## src/rtl/hazard_ctrl_pkg.sv

```systemverilog
// Shared pipeline definitions: hazard controller state encoding, the zero
// register index and the hazard cause enum exposed for debug.
package hazard_ctrl_pkg;

  typedef enum logic {
    RUN      = 1'b0,
    MEM_WAIT = 1'b1
  } state_e;

  localparam logic [4:0] REG_ZERO = 5'd0;

  // Listed in no particular order; priority is resolved in hazard_ctrl.
  typedef enum logic [2:0] {
    HZ_NONE    = 3'd0,
    HZ_MEM     = 3'd1,
    HZ_BRANCH  = 3'd2,
    HZ_LOADUSE = 3'd3,
    HZ_JUMP    = 3'd4
  } hazard_e;

endpackage

```

## src/rtl/hazard_ctrl_sat_counter.sv

```systemverilog
// Saturating up-counter with synchronous clear (clear wins over increment).
module sat_counter #(
  parameter int CNT_W = 32
) (
  input  logic             clk,
  input  logic             reset,
  input  logic             inc,
  input  logic             clr,
  output logic [CNT_W-1:0] count
);

  always_ff @(posedge clk or posedge reset) begin
    if (reset) begin
      count <= '0;
    end else if (clr) begin
      count <= '0;
    end else if (inc && (count != '1)) begin
      count <= count + 1'b1;
    end
  end

endmodule

```

## src/rtl/hazard_ctrl.sv

```systemverilog
// Pipeline hazard controller: stall/flush controls for the 5-stage core,
// data-memory wait tracking with a sticky timeout, and performance counters.
module hazard_ctrl
  import hazard_ctrl_pkg::*;
#(
  parameter int MEM_TIMEOUT = 64,
  parameter int CNT_W       = 32
) (
  input  logic             clk,
  input  logic             reset,
  input  logic [4:0]       id_rs,
  input  logic [4:0]       id_rt,
  input  logic             id_use_rs,
  input  logic             id_use_rt,
  input  logic             id_jump,
  input  logic             ex_memread,
  input  logic [4:0]       ex_wreg,
  input  logic             ex_branch_taken,
  input  logic             mem_req,
  input  logic             mem_ready,
  input  logic             clr_counters,
  output logic             pc_stall,
  output logic             if_id_stall,
  output logic             if_id_flush,
  output logic             id_ex_stall,
  output logic             id_ex_flush,
  output logic             ex_mem_stall,
  output logic             mem_wb_flush,
  output logic [CNT_W-1:0] stall_cycles,
  output logic [CNT_W-1:0] flush_events,
  output logic             mem_timeout,
  output state_e           dbg_state,
  output hazard_e          dbg_hazard
);

  localparam int              WC_W    = $clog2(MEM_TIMEOUT + 1);
  localparam logic [WC_W-1:0] WC_MAX  = WC_W'(MEM_TIMEOUT);
  localparam logic [WC_W-1:0] WC_LAST = WC_W'(MEM_TIMEOUT - 1);

  state_e          state, state_nxt;
  hazard_e         hazard;
  logic [WC_W-1:0] wait_cnt;
  logic            mem_wait_now, rs_hit, rt_hit, load_use, flush_inc;

  assign mem_wait_now = mem_req && !mem_ready;
  assign rs_hit       = id_use_rs && (id_rs == ex_wreg);
  assign rt_hit       = id_use_rt && (id_rt == ex_wreg);
  assign load_use     = ex_memread && (ex_wreg != REG_ZERO) && (rs_hit || rt_hit);

  // Memory freeze overrides everything; a jump behind a load-use simply
  // retries next cycle once the load has left EX.
  always_comb begin
    hazard = HZ_NONE;
    if (reset)                hazard = HZ_NONE;
    else if (mem_wait_now)    hazard = HZ_MEM;
    else if (ex_branch_taken) hazard = HZ_BRANCH;
    else if (load_use)        hazard = HZ_LOADUSE;
    else if (id_jump)         hazard = HZ_JUMP;
  end

  always_comb begin
    pc_stall     = 1'b0;
    if_id_stall  = 1'b0;
    if_id_flush  = 1'b0;
    id_ex_stall  = 1'b0;
    id_ex_flush  = 1'b0;
    ex_mem_stall = 1'b0;
    mem_wb_flush = 1'b0;
    case (hazard)
      HZ_MEM: begin
        pc_stall     = 1'b1;
        if_id_stall  = 1'b1;
        id_ex_stall  = 1'b1;
        ex_mem_stall = 1'b1;
        mem_wb_flush = 1'b1;
      end
      HZ_BRANCH: begin
        if_id_flush = 1'b1;
        id_ex_flush = 1'b1;
      end
      HZ_LOADUSE: begin
        pc_stall    = 1'b1;
        if_id_stall = 1'b1;
        id_ex_flush = 1'b1;
      end
      HZ_JUMP: if_id_flush = 1'b1;
      default: ;
    endcase
  end

  always_ff @(posedge clk or posedge reset) begin
    if (reset) state <= RUN;
    else       state <= state_nxt;
  end

  always_comb begin
    state_nxt = state;
    case (state)
      RUN:      if (mem_wait_now) state_nxt = MEM_WAIT;
      MEM_WAIT: if (mem_ready)    state_nxt = RUN;
      default:  state_nxt = RUN;
    endcase
  end

  // The wait keeps going after the timeout; only the flag records it.
  always_ff @(posedge clk or posedge reset) begin
    if (reset) begin
      wait_cnt    <= '0;
      mem_timeout <= 1'b0;
    end else begin
      if (!mem_wait_now)          wait_cnt <= '0;
      else if (wait_cnt != WC_MAX) wait_cnt <= wait_cnt + 1'b1;
      if (clr_counters)                                mem_timeout <= 1'b0;
      else if (mem_wait_now && (wait_cnt >= WC_LAST))  mem_timeout <= 1'b1;
    end
  end

  assign flush_inc = (hazard == HZ_BRANCH) || (hazard == HZ_JUMP);

  sat_counter #(.CNT_W(CNT_W)) u_stall_cnt (
    .clk   (clk),
    .reset (reset),
    .inc   (pc_stall),
    .clr   (clr_counters),
    .count (stall_cycles)
  );

  sat_counter #(.CNT_W(CNT_W)) u_flush_cnt (
    .clk   (clk),
    .reset (reset),
    .inc   (flush_inc),
    .clr   (clr_counters),
    .count (flush_events)
  );

  assign dbg_state  = state;
  assign dbg_hazard = hazard;

endmodule

```

## config.mk

```make
export PLATFORM = sky130hd
export DESIGN_NAME = hazard_ctrl
export DESIGN_NICKNAME = d
export VERILOG_FILES = /design/src/rtl/hazard_ctrl_pkg.sv /design/src/rtl/hazard_ctrl_sat_counter.sv /design/src/rtl/hazard_ctrl.sv
export SDC_FILE = /design/constraint.sdc
export NUM_CORES = 1
export LEC_CHECK = 0
export CORE_MARGIN = 4
export CORE_UTILIZATION = 54
export CTS_CLUSTER_SIZE = 20
export DETAILED_ROUTE_END_ITERATION = 10
export PLACE_DENSITY = 0.82
export SLEW_MARGIN = 20
export SYNTH_ARGS = -nofsm -noshare
export SYNTH_HDL_FRONTEND = slang
export SYNTH_HIERARCHICAL = 1
export SYNTH_SLANG_ARGS = --single-unit
```

## constraint.sdc

```tcl
create_clock -name clk -period 5.9 [get_ports clk]
set_input_delay 1.18 -clock clk [delete_from_list [all_inputs] [get_ports clk]]
set_output_delay 1.18 -clock clk [all_outputs]
set_load 0.02 [all_outputs]
```

==> qor.log <==
[yosys] Synthesis Warnings 6
[place] port buffer count 100
[critical_path] Required @ worst endpoint 4.72 ns
[route] routed length per placed instance 15.9 microns
[yosys] Post-Synth Adder-Cell Area 1.21%
[global_routing] number of global-route vias before repair 3815
[power] leakage dissipation 1.99 nW
[route] detailed router's first-iteration violation count 173
[timing] number of failing hold endpoints at the final stage 0
[cells_and_area] final net count 580
[power] Power, Total 0.000976 W
[floorplan] Die Outline Area 9120 sq um
[status] status complete, no violations
[critical_path] launch point of the critical path ex_wreg[2]
[route] via/cell ratio 6.09
[critical_path] number of buffer and inverter stages on the critical path 2
[floorplan] Top Ports 101
[yosys] post-synthesis async set-or-reset flop share 100%
[floorplan] floorplan die width 95.5 microns
[yosys] compound-gate portion of the synthesized area 20.7%
[cells_and_area] commonest cells after routing, fill and taps aside sky130_fd_sc_hd__clkdlybuf4s50_1 (99), sky130_fd_sc_hd__dfrtp_1 (73), sky130_fd_sc_hd__a21oi_1 (60)
[route] DRT Pass-1 Iters 4
[timing] Max-slew headroom 44.8%
[yosys] Avg Synthesized Cell Area 9.17 sq um
[critical_path] maximum fanout along the worst path 6
[cells_and_area] area delta synth->final 30.9%
[timing] time the worst path needs with I/O delays and setup 4.72 ns
[cells_and_area] share of cells above drive strength 1 6.29%
[route] Final ANT Viol Nets 0
[min_path] HP Start dbg_state
[global_routing] number of antenna violations at the first check in global routing 0
[route] DRC Markers 0
[clock_tree] clock sink count 73
[yosys] cells after synthesis 451
[floorplan] Die H 95.5 microns
[critical_path] critical path endpoint category primary output
[floorplan] area of the core region 7330 sq um
[critical_path] family with the most delay on the worst path buffers and inverters
[cells_and_area] final non-filler cell area 5420 sq um
[floorplan] Placement Rows 31
[yosys] top flip-flop cell by instance count after synthesis sky130_fd_sc_hd__dfrtp_1
[timing] Post-Route Skew 0.00753 ns
[flow_run] max-cap violations 0
[yosys] number of synthesized flops with an enable pin 0
[global_routing] GRT Total Usage 23.9%
[clock_tree] TritonCTS clock tree built
[yosys] post-synth cell types 41
[min_path] worst min-delay path category flip-flop to flip-flop
[cells_and_area] most frequent standard cell in the layout excluding fill and tap cells sky130_fd_sc_hd__clkdlybuf4s50_1
[yosys] main combinational cell family by area after synthesis simple AND/OR/NAND/NOR gates
[critical_path] most numerous cell on the critical path sky130_fd_sc_hd__clkdlybuf4s50_1
[critical_path] delay of the slowest critical-path stage 0.70 ns
[yosys] portion of netlist area occupied by mux cells 0.756%
[clock_tree] number of buffers inserted by hold repair at cts 0
[place] post-detail-place hpwl 7510 microns
[yosys] number of nets produced by synthesis 480
[critical_path] number of logic stages on the critical path including buffering 6
[timing] transition time at the pin with the least slew margin 0.820 ns
[critical_path] CP arrival 3.54 ns
[critical_path] kind of start point of the critical path input pin
[yosys] cell area after technology mapping 4140 sq um
[critical_path] FF-to-FF path depth 6
[floorplan] initial standard-cell utilization of the core 56.4%
[cells_and_area] antenna cells 0
[min_path] count of cells along the worst hold path 2
[global_routing] total global routing overflow 0
[yosys] sequential element share of the synthesized area 44.2%
[timing] final-report setup violation count 0
[clock_tree] quantity of gates resized following cts 0
[timing] max-slew violations 0
[yosys] simple-gate portion of the synthesized area 25.1%
[critical_path] critical path class input pin to primary output
[power] worst supply voltage drop on vdd 0.000117 V
[timing] RSZ-0062 raised after global routing no
[timing] final worst-path cycle share 80.1%
[global_routing] maximum number of pins on one net before global-route repair 66
[timing] setup_tns 0 ns
[route] total wire length 10400 microns
[clock_tree] deepest clock path buffer count 2
[clock_tree] cell at the root of the clock tree sky130_fd_sc_hd__clkbuf_8
[place] GP Congestion 0.805
[global_routing] global-route wire length before repair 17300 microns
[clock_tree] Clock Latency Late Sink 0.34 ns
[critical_path] master of the slowest instance on the critical path sky130_fd_sc_hd__clkdlybuf4s50_1
[timing] achievable frequency 212 MHz
[critical_path] reg-to-reg critical path startpoint u_flush_cnt/count[0]
[clock_tree] Max H-tree Level 3
[clock_tree] setup fix buffers added after clock tree synthesis 0
[yosys] flops & latches, synth 73
[critical_path] critical-path cell list clkdlybuf4s50_1, or4_1, o21ai_1, a21oi_2, a21oi_1, clkdlybuf4s50_1
[clock_tree] CTS clk-pin slew, worst paths 0.08 ns
[place] area post-placement 5200 sq um
[yosys] XOR/XNOR Fraction of Synth Area 4.02%
[power] power density of the placed cells 180 nW/um^2
[route] Vias 3990
[clock_tree] cts bufs inserted 9
flip-flops by register name, summed over array words and instances, names as in the netlist:
register and count:
u_flush_cnt/count 32, u_stall_cnt/count 32, wait_cnt 7, dbg_state 1, mem_timeout 1
power breakdown:
| group | total [W] | internal (W) | switching (W) | leakage, nW |
|---|---|---|---|---|
| clock network | 0.000391 | 0.000206 | 0.000186 | 0.0953 |
| registers | 0.000506 | 0.000503 | 0.00000337 | 1.02 |
| logic | 0.0000784 | 0.0000340 | 0.0000445 | 0.878 |
tightest hold or removal path, stage by stage, from the launching register on:
cell	delay [ns]
sky130_fd_sc_hd__dfrtp_1	0.36
sky130_fd_sc_hd__nor2_1	0.04
sky130_fd_sc_hd__nor2_1	0.07
final timing paths:
check / end / slack [ns]
max: if_id_flush / 1.18
min: dbg_state / 0.51
max reg2reg: u_flush_cnt/count[26] / 3.44
min reg2reg: dbg_state / 0.51
max in group asynchronous: u_stall_cnt/count[31] / 4.23
min in group asynchronous: wait_cnt[4] / 1.26
synthesized netlist by cell type, drive strengths merged (6+ instances only):
cell,number,share of area (%)
nand3,26,3.1
and3,6,0.91
nand4,14,2.4
o31ai,30,5.4
and4,8,1.7
buf,7,1.3
or4,31,5.8
inv,21,1.9
or3,28,4.5
dfrtp,73,44
xnor2,7,1.5
nor2,22,2.0
xor2,12,2.5
clkbuf,9,0.82
nand2,26,2.4
o21ai,29,3.5
a21oi,61,7.5
nor4,9,1.4
stage by stage:
step / utilization [%] / cells / hold WS (ns) / setup slack, ns
after floorplan: - / 451 / 0.538 / 1.95
after global placement: 71.0 / 639 / 0.485 / 1.23
after detailed placement: 71.0 / 639 / 0.495 / 1.19
after CTS: 73.7 / 655 / 0.518 / 1.18
after global routing: 73.9 / 655 / 0.530 / 1.02
final: 73.9 / 655 / 0.513 / 1.18
routing by layer:
metal  track usage, %  vias to the layer above  part of all wire (%)
met2             40.2                      114                    50
met5                0                        -                     0
li1                 -                     1923                     -
met4             8.29                        0                   1.0
met1             29.6                     1946                    43
met3             6.55                        7                   6.3
area by class of cell:
type | instances | area (sq um)
multi-input combinational | 341 | 2160
tap | 99 | 124
clock buffer | 11 | 141
clock inverter | 5 | 55.1
inverter | 21 | 78.8
timing repair buffer | 105 | 1030
sequential | 73 | 1830
fill | 544 | 1910
kinds of logic after synthesis:
| logic type | after synthesis |
|---|---|
| DFF | 73 |
| adders and majority gates | 4 |
| muxes | 3 |
| AOI/OAI and AO/OA | 138 |
| xor gates and xnor gates | 19 |
| buffers and inverters | 37 |
| and+or+nand+nor | 177 |
(Power assumes the default switching activity.)
